==> src/rtl/command_issuer_if.sv <==
// Producer/controller-side bundle of the command_issuer.
// Ports: in_valid/in_command/in_ready (producer handshake), flush,
//        command/syscall (controller side), count/busy (status).
interface command_issuer_if #(
    parameter int DEPTH = 8
);
    localparam int CW = $clog2(DEPTH) + 1;

    logic          in_valid;
    logic [11:0]   in_command;
    logic          in_ready;
    logic          flush;
    logic [11:0]   command;
    logic          syscall;
    logic [CW-1:0] count;
    logic          busy;

    // Block's own view.
    modport slave (
        input  in_valid, in_command, flush,
        output in_ready, command, syscall, count, busy
    );

    // Producer/driver view.
    modport master (
        output in_valid, in_command, flush,
        input  in_ready, command, syscall, count, busy
    );
endinterface

==> src/rtl/command_issuer.sv <==
// Purpose: queue 12-bit instruction words and issue them one at a time to the
//          controller as command + one-cycle syscall pulse, spaced ISSUE_GAP cycles.
// Latency: push at edge E into an idle, empty block -> syscall high in the cycle after E+1.
// Backpressure: in_ready low while full or in reset; no bypass, so a pop does not
//          free a slot for a push on the same edge.
// Ports: clk, rst (sync active-high), bus (command_issuer_if.slave).
module command_issuer #(
    parameter int DEPTH     = 8,
    parameter int ISSUE_GAP = 4
) (
    input  logic            clk,
    input  logic            rst,
    command_issuer_if.slave bus
);
    localparam int AW = $clog2(DEPTH);
    localparam int CW = AW + 1;
    localparam int GW = $clog2(ISSUE_GAP);

    typedef enum logic [1:0] {
        S_IDLE  = 2'd0,
        S_ISSUE = 2'd1,
        S_WAIT  = 2'd2
    } state_t;

    state_t        state;
    state_t        next_state;

    logic [11:0]   mem [DEPTH];
    logic [AW-1:0] wr_ptr;
    logic [AW-1:0] rd_ptr;
    logic [CW-1:0] count;
    logic [GW-1:0] gap;
    logic [11:0]   command_q;
    logic          syscall_q;

    logic          push;
    logic          pop;
    logic          gap_load;
    logic          gap_dec;
    logic          can_issue;

    assign bus.in_ready = !rst && (count < CW'(DEPTH));
    // flush wins over a simultaneous push or pop
    assign push         = bus.in_valid && bus.in_ready && !bus.flush;
    assign can_issue    = (count != '0) && !bus.flush;

    assign bus.command  = command_q;
    assign bus.syscall  = syscall_q;
    assign bus.count    = count;
    assign bus.busy     = (state != S_IDLE) || (count != '0);

    // State register
    always_ff @(posedge clk) begin
        if (rst) begin
            state <= S_IDLE;
        end else begin
            state <= next_state;
        end
    end

    // Next-state logic
    always_comb begin
        next_state = state;
        case (state)
            S_IDLE:  if (can_issue) next_state = S_ISSUE;
            S_ISSUE: next_state = S_WAIT;
            S_WAIT:  if (gap == '0) next_state = can_issue ? S_ISSUE : S_IDLE;
            default: next_state = S_IDLE;
        endcase
    end

    // Output / control logic
    always_comb begin
        pop      = 1'b0;
        gap_load = 1'b0;
        gap_dec  = 1'b0;
        case (state)
            S_IDLE:  pop = can_issue;
            S_ISSUE: gap_load = 1'b1;
            S_WAIT: begin
                if (gap == '0) pop = can_issue;
                else           gap_dec = 1'b1;
            end
            default: ;
        endcase
    end

    // Queue, gap counter and registered controller outputs.
    // S_WAIT lasts gap+1 cycles, so loading ISSUE_GAP-2 gives ISSUE_GAP-1 wait cycles.
    always_ff @(posedge clk) begin
        if (rst) begin
            wr_ptr    <= '0;
            rd_ptr    <= '0;
            count     <= '0;
            gap       <= '0;
            command_q <= 12'h000;
            syscall_q <= 1'b0;
        end else begin
            if (bus.flush) begin
                wr_ptr <= '0;
                rd_ptr <= '0;
                count  <= '0;
            end else begin
                if (push) wr_ptr <= wr_ptr + AW'(1);
                if (pop)  rd_ptr <= rd_ptr + AW'(1);
                case ({push, pop})
                    2'b10:   count <= count + CW'(1);
                    2'b01:   count <= count - CW'(1);
                    default: ;
                endcase
            end
            if (pop) command_q <= mem[rd_ptr];
            // syscall is high during S_ISSUE, which always follows a pop
            syscall_q <= pop;
            if (gap_load)     gap <= GW'(ISSUE_GAP - 2);
            else if (gap_dec) gap <= gap - GW'(1);
        end
    end

    // Storage needs no reset; occupancy is tracked by count.
    always_ff @(posedge clk) begin
        if (push) mem[wr_ptr] <= bus.in_command;
    end
endmodule

==> src/flat_wrapper.sv <==
// flat-port wrapper written by rule: the top's interface ports become plain ports
module command_issuer_flat 
#(
    parameter int DEPTH     = 8,
    parameter int ISSUE_GAP = 4
)
  (clk, rst, bus_in_valid, bus_in_command, bus_flush, bus_in_ready, bus_command, bus_syscall, bus_count, bus_busy);
  command_issuer_if #(.DEPTH(DEPTH)) bus_i ();
  input  logic clk;
  input  logic rst;
  input wire logic [$bits(bus_i.in_valid)-1:0] bus_in_valid;
  input wire logic [$bits(bus_i.in_command)-1:0] bus_in_command;
  input wire logic [$bits(bus_i.flush)-1:0] bus_flush;
  output wire logic [$bits(bus_i.in_ready)-1:0] bus_in_ready;
  output wire logic [$bits(bus_i.command)-1:0] bus_command;
  output wire logic [$bits(bus_i.syscall)-1:0] bus_syscall;
  output wire logic [$bits(bus_i.count)-1:0] bus_count;
  output wire logic [$bits(bus_i.busy)-1:0] bus_busy;
  assign bus_i.in_valid = bus_in_valid;
  assign bus_i.in_command = bus_in_command;
  assign bus_i.flush = bus_flush;
  assign bus_in_ready = bus_i.in_ready;
  assign bus_command = bus_i.command;
  assign bus_syscall = bus_i.syscall;
  assign bus_count = bus_i.count;
  assign bus_busy = bus_i.busy;
  command_issuer #(.DEPTH(DEPTH), .ISSUE_GAP(ISSUE_GAP)) u_core (.clk(clk), .rst(rst), .bus(bus_i));
endmodule
==> config.mk <==
export PLATFORM = sky130hd
export DESIGN_NAME = command_issuer_flat
export DESIGN_NICKNAME = d
export VERILOG_FILES = /design/src/rtl/command_issuer_if.sv /design/src/rtl/command_issuer.sv /design/src/flat_wrapper.sv
export SDC_FILE = /design/constraint.sdc
export NUM_CORES = 1
export LEC_CHECK = 0
export CELL_PAD_IN_SITES_DETAIL_PLACEMENT = 0
export CELL_PAD_IN_SITES_GLOBAL_PLACEMENT = 1
export CORE_UTILIZATION = 45
export DETAILED_ROUTE_END_ITERATION = 7
export GPL_ROUTABILITY_DRIVEN = 0
export PLACE_DENSITY_LB_ADDON = 0.08
export SYNTH_ARGS = -nofsm -noshare
export SYNTH_HDL_FRONTEND = slang
export SYNTH_SLANG_ARGS = --single-unit
==> constraint.sdc <==
create_clock -name clk -period 3.35 [get_ports clk]
set_input_delay 0.67 -clock clk [delete_from_list [all_inputs] [get_ports clk]]
set_output_delay 0.67 -clock clk [all_outputs]
set_load 0.01 [all_outputs]
**Yosys cells after proc, flatten, opt, wreduce, memory -nomap -nowiden**

Memory sizes are Yosys's and may differ from the RTL's. A register that Yosys moved wholly into a read port is not among the register bits.
Cells that the tools add are included.

- Add/subtract/negate cells: 5
- Multiply operators: 0
- Divide/modulo/power cells: 0
- Order comparisons: 1
- Equal/unequal tests: 6
- Shift operators: 0
- Muxes and demuxes: 14
- Bitwise gates (word level): 0
- Reduce and logical (&&, ||, !) cells: 16

Operators with widths:

| kind | count |
|---|---|
| $mux W2 | 4 |
| $pmux W4 S2 | 1 |
| $mux W1 | 7 |
| $add A3 B1 Y3 const B | 2 |
| $pmux W2 S3 | 1 |
| $reduce_bool A2 Y1 | 3 |
| $add A4 B1 Y4 const B | 1 |
| $eq A2 B1 Y1 const B | 2 |
| $eq A2 B2 Y1 const B | 2 |
| $logic_and A1 B1 Y1 | 4 |
| $logic_not A2 Y1 | 2 |
| $lt A4 B4 Y1 const B | 1 |
| $ne A2 B1 Y1 const B | 2 |
| $reduce_bool A4 Y1 | 1 |
| $reduce_or A2 Y1 | 2 |
| $sub A4 B1 Y4 const B | 1 |
| $logic_not A1 Y1 | 2 |
| $pmux W1 S2 | 1 |
| $reduce_and A2 Y1 | 1 |
| $sub A2 B1 Y2 const B | 1 |
| $logic_or A1 B1 Y1 | 1 |

- Register bits: 15
- Latch bits: 0
- RAM bits: 96
- Memory bits (read-only): 0
- Bits of input ports: 16
- Output and inout bits: 19
- Word-level logic and storage cells: 50
- Memories kept: 1

Memory list:

| memory | words | bits a word | read ports | clocked after memory_dff | write ports | line | source |
|---|---|---|---|---|---|---|---|
| u_core.mem | 8 | 12 | 1 | 1 | 1 | command_issuer.sv:28 | `logic [11:0] mem [DEPTH];` |

**Logic depth before layout (Yosys ltp)**

- Depth after elaboration: 6
- Depth in mapped cells: 11
- Mapped depth without buffers: 11

**Worst setup path before layout**

No wires, ideal clock.

- Path kind: input -> register
- Start: input port rst
- End: memory u_core.mem[1][0], enable pin
- Setup time: 396 ps
- Arrival time: 2293 ps
- Required time: 2954 ps
- Slack: 660 ps
- Cell stages on the path: 4
- Path buffers: 1
- Cells stage by stage: clkbuf_1 > nor4b_1 > nand2_1 > nor3_1

- Cells in the longest elaborated chain, start to end: 6

RTL lines:

| what | line | source |
|---|---|---|
| from (decl) | flat_wrapper.sv:10 | `input logic rst;` |
| $logic_not A1 Y1 | command_issuer.sv:42 | `assign bus.in_ready = !rst && (count < CW'(DEPTH));` |
| $logic_and A1 B1 Y1 | command_issuer.sv:42 |  |
| $logic_and A1 B1 Y1 (2 in a row) | command_issuer.sv:44 | `assign push = bus.in_valid && bus.in_ready && !bus.flush;` |
| $mux W1 | command_issuer.sv:122 | `if (push) mem[wr_ptr] <= bus.in_command;` |
| $mux W1 (not written as such) | command_issuer.sv:122 |  |
| to (decl) | command_issuer.sv:28 |  |

No other way between the ends.

**Worst setup path after layout**

- Start: register u_core.count[3] (netlist: u_core.bus.count[3])
- End: output port bus_busy

- Cells in the longest elaborated chain, start to end: 2

RTL lines:

| what | line | source |
|---|---|---|
| from (decl) | command_issuer.sv:31 | `logic [CW-1:0] count;` |
| from (signal assigned) | command_issuer.sv:107 | `2'b10: count <= count + CW'(1);` |
| from (signal assigned) | command_issuer.sv:108 | `2'b01: count <= count - CW'(1);` |
| $reduce_bool A4 Y1 | command_issuer.sv:50 | `assign bus.busy = (state != S_IDLE) \|\| (count != '0);` |
| $logic_or A1 B1 Y1 | command_issuer.sv:50 |  |
| to (decl) | flat_wrapper.sv:18 | `output wire logic [$bits(bus_i.busy)-1:0] bus_busy;` |

No other way between the ends.

==> flow_summary.toml <==
[run_status]
status = "complete, no violations"

[final_layout]
nFillCells = 846
regArea_mm2 = 0.00342
synthToLayoutAreaGrowth_pct = 24.8
fin_nets = 348
drive_gt1_share_pct = 22.1
final_area_mm2 = 0.00614
multi_input_area_mm2 = 0.00139
antenna_cells = 0

[place]
dp.final_hpwl_mm = 5.30
portBuffers = 34
place_area_mm2 = 0.00551

[logic_synthesis]
yosys_most_used_dff = "edfxtp_1"
synth.top_cell.area_share_pct = 58.6
async_flop_share_pct = 0
seq_area_frac_synth_pct = 69.6
netlist_area_mm2 = 0.00492
ys_types = 36
ys_ff_latch = 123
synth_area_leaders = "edfxtp_1 (59%), dfxtp_1 (11%), mux4_1 (11%), mux2_2 (2.7%), a22o_1 (2.1%)"
yosys.area.top_type = "edfxtp_1"
yosysWarnings = 0
synth_area_per_cell_um2 = 18.5
syn_nets = 288
netlist_instances = 266
synth_edf_count = 96

[route]
ant_nets = 0
vias = 2529
drc_errors = 0
viasPerCell = 5.32
dr.pass1.iters = 4
drt_iter0_markers = 108
routedWlPerCell_um = 18.8
wl_mm = 8.92

[global_route]
grt_usage_pct = 17.5
antenna_found_initial = 0
met1_usage_pct = 22.3
grt_max_degree = 27
use_met2_pct = 28.9
grt_pass1_vias = 2604
grt_first_pass_wirelength_mm = 14.1
met3_usage_pct = 4.17
top_usage_layer = "met2"
grt_overflow_total = 0

[critical_path]
ff2ff_setup_slack_ns = 0.84
cp.required_ns = 2.68
cp.arrival_ns = 1.92
worstPathMaxFanout = 7
start_kind = "flop"
critPathCaptureType = "output port"
worstSetupPathType = "reg2out"
cp-startpoint = "u_core.bus.count[3]$_SDFFE_PP0P_"
r2r-start = "u_core.gap[0]$_SDFFE_PP0P_"

[sta]
fin_crit_sh_pct = 77.3
slew_headroom_pct = 44.6
rsz0062_at_grt = "no"
tightest_slew_ns = 0.830
period_minus_slack_ns = 2.59
slew_violations = 0
max_clock_freq_ghz = 0.386
fin_tns_setup_ns = 0
hold_viol_final = 0
setup_viol = 0
clock_skew_ns = 0.00661

[die]
start_util_pct = 47.0
core-area_mm2 = 0.0105
die_h_um = 107
rows = 37
num_io_pins = 35
die_w_um = 107
dieArea_mm2 = 0.0114

[power_and_ir_drop]
p_int_mw = 2.99
p_switching_uw = 692
worst_ir_drop_vdd_mv = 0.441
seqPwrFrac_pct = 45.2
power_density_mw_per_mm2 = 599
cellLeakagePower_nw = 2.10
combPwrFrac_pct = 2.6
p_clk_share_pct = 52.2
switching_share_pct = 18.8

[clock_tree]
postCtsSetupBuffers = 0
cts_inserted_buffers = 17
hold_buffers = 0
htreeDepth = 4
cts.clk_slew.worst_paths_ns = 0.06
cts.path.max_buffers = 2
cts.sink_count = 123
cts_tree = "done"
cts_resized = 0
clkLatencyLatePin_ns = 0.49
root_buffer = "clkbuf_8"

[min_path]
hold_start = "u_core.bus.command[8]$_SDFFE_PP0P_"
hold_class = "reg2reg"

[flow_run]
cap_violations = 0
[placed cells by master, fill, tap and decap left out, types with 6 or more instances in the layout]
cell type and n:
clkbuf_16 16, mux2_2 12, nand2_1 6, clkdlybuf4s50_1 34, mux4_1 20, nor2_1 24
buf_4 19, dfxtp_1 27, edfxtp_1 96, ha_1 6, a22o_1 12
[layer usage]
metal	part of all wire, %	wire, um
met1	45	4050
met2	50	4460
met3	4.1	363
met4	0.49	44
met5	0	0
[metrics by stage]
stage          utilization (%)  setup WS, ns  cells  power, mW  hold slack, ns
2_1_floorplan                -         0.660    266       1.73           0.522
3_3_place_gp              52.6         0.355    443       1.79           0.463
3_5_place_dp              52.6         0.354    443       1.79           0.469
4_1_cts                   58.7         0.721    475       3.71           0.483
5_1_grt                   58.7         0.646    475       3.80           0.491
6_report                  58.7         0.761    475       3.68           0.474
[cell usage after synthesis (2+ instances only)]
cell      number
nand2_1        6
o21ai_0        4
nor2_1        24
mux2i_1        5
nor4_4         2
nor3_1         2
a22o_1        12
mux4_1        20
a21oi_1        4
nor2b_1        3
ha_1           6
edfxtp_1      96
mux4_2         4
mux2_2        12
buf_12         2
dfxtp_1       27
buf_2          2
xnor2_1        2
nor4b_1        2
clkbuf_1       7
xor2_1         4
nand2b_1       3
inv_1          4
[area by class of cell]
type / count / area share [%]
multi-input combinational: 126 / 22.7
inverter: 4 / 0.244
timing repair buffer: 54 / 8.19
tap: 136 / 2.77
clock inverter: 15 / 3.63
clock buffer: 17 / 6.74
sequential: 123 / 55.7
[state kept, by name, indices dropped and copies added (netlist names)]
register and flops:
u_core.state 2, u_core.bus.command 12, u_core.mem 96, u_core.gap 2, u_core.rd_ptr 3, u_core.bus.count 4, u_core.wr_ptr 3, u_core.bus.syscall 1
[critical path: stages, from the launching register on]
cell and delay (ns):
dfxtp_1 0.38, nor4_4 0.47, nand2_1 0.08, clkdlybuf4s50_1 0.49
[path summary, 6_finish.rpt]
kind,endpoint,cells past startpoint
setup reg to reg,u_core.bus.count[3]$_SDFFE_PP0P_,10
hold reg to reg,u_core.bus.command[8]$_SDFFE_PP0P_,1
hold / removal,u_core.bus.command[8]$_SDFFE_PP0P_,1
setup / recovery,bus_busy,3
[power by group through the flow]
stage	combinational, mW	sequential [mW]	clock (mW)
2_1_floorplan	0.0416	1.69	0
3_3_place_gp	0.0953	1.69	0
3_5_place_dp	0.0971	1.69	0
4_1_cts	0.0976	1.66	1.96
5_1_grt	0.107	1.66	2.03
6_report	0.0959	1.66	1.92
[logic make-up after synthesis]
family	Yosys count	share of synthesized area (%)
flops	123	69.6
simple gates	49	5.54
mux	41	16.3
compound gates	24	3.71
buf+inv	17	2.29
xor+xnor	6	1.07
fa+ha+maj	6	1.53
(Power assumes the default switching activity.)
==> variant (same settings) <==
Encoding of `state_t`: now one-hot (3 bits for 3 states).
--- a/src/rtl/command_issuer.sv
+++ b/src/rtl/command_issuer.sv
@@ -16,10 +16,10 @@
     localparam int CW = AW + 1;
     localparam int GW = $clog2(ISSUE_GAP);
 
-    typedef enum logic [1:0] {
-        S_IDLE  = 2'd0,
-        S_ISSUE = 2'd1,
-        S_WAIT  = 2'd2
+    typedef enum logic [2:0] {
+        S_IDLE  = 3'b001,
+        S_ISSUE = 3'b010,
+        S_WAIT  = 3'b100
     } state_t;
 
     state_t        state;
Check against the original RTL: same outputs for any inputs over 10 cycles, from zero or initial values and one cycle with rst high; not proved beyond that.
==> variant against the unedited design <==
  * Clock skew shrank 0.00079 ns
  * Synthesized area grew 1.6%
  * Worst setup slack lost 0.13 ns
  * Die area grew 1.6%
  * Total power shrank 5.3%
  * Count of clock-buffer cells in the layout grew 6
  * Utilization shrank 2.6 points
  * Final area shrank 0.90%
  * Wire length grew 5.5%
  * Sequential cell count grew 1
  * Highest routed layer unchanged
==> variant: results <==
set metrics [dict create \
    synth_nets 311 \
    hp-start "u_core.gap[1]$_SDFFE_PP0P_" \
    dr_wl_met2_um 4750 \
    leakage_nw 1.95 \
    grt_use_met3 0.0527 \
    ir_worst_vdd_mv 0.285 \
    crit_path_end "bus_in_ready" \
    synthAdderAreaFrac 0.0190 \
    r2r_slack_ns 0.99 \
    hold_slack_ns 0.472 \
    yosysSeqAreaShare 0.689 \
    routedLengthMet1_um 4290 \
    netlist_top_cells_count "edfxtp_1 (96), dfxtp_1 (28), nor2_1 (28), mux4_2 (24), mux2i_1 (15)" \
    ys_async_sr_fraction 0 \
    comb_power_share 0.033 \
    place_ws_ns 0.541 \
    grt_usage 0.182 \
    route.met3.wl_um 264 \
    yosysUniqueCellTypes 39 \
    placed_area_um2 5540 \
    worst_pin_slew_ns 1.06 \
    status "completed" \
    routed-via-count 2603 \
    synthesis.instances 288 \
    crit_path_max_fanout 20 \
    synth_xor_area_frac 0.00876 \
    ys_top_cells_by_area "edfxtp_1 (58%), dfxtp_1 (11%), mux4_2 (11%)" \
    p_int_mw 2.81 \
    synth_compound_area_frac 0.0548 \
    n_fill_cell 875 \
    fin_nets 361 \
    fin_skew_ns 0.00582 \
    grt_use_met1 0.233 \
    p_sw_mw 0.673 \
    clk_latency_ns 0.51 \
    worst_slack_ns 0.633 \
    grt_pass1_wl_um 14500 \
    grt_max_degree 31 \
    muxShareOfSynthArea 0.138 \
    drt-vias-per-instance 5.30 \
    hold_end "u_core.gap[1]$_SDFFE_PP0P_" \
    cp-startpoint "rst" \
    use_met2 0.292 \
]
variant: cell count changes after synthesis, moves of 8 or more:
cell / unedited run / this run
mux4_1: 20 / 0
mux4_2: 4 / 24
a211oi_2: 0 / 12
a22o_1: 12 / 0
mux2_2: 12 / 0
mux2i_1: 5 / 15
nor2_2: 0 / 8
variant: area by class of cell:
class	count	area, um2	share of cell area
clock buffers	23	457	0.0750
clock inverters	9	93.8	0.0154
inverters	6	22.5	0.00370
multi-input cells	141	1440	0.236
flip-flops and latches	124	3440	0.566
well taps	140	175	0.0288
repair buffers	48	458	0.0752
variant: kinds of logic after synthesis:
logic type                 after synthesis
AOI/OAI and AO/OA                       28
and+or+nand+nor                         62
xor gates and xnor gates                 5
adders and majority gates                7
buffers and inverters                   23
DFF                                    124
muxes                                   39
variant: worst max-delay path: stages:
cell             delay, ns
clkdlybuf4s50_1       0.49
buf_4                 0.34
nor2_1                0.07
clkdlybuf4s50_1       0.48
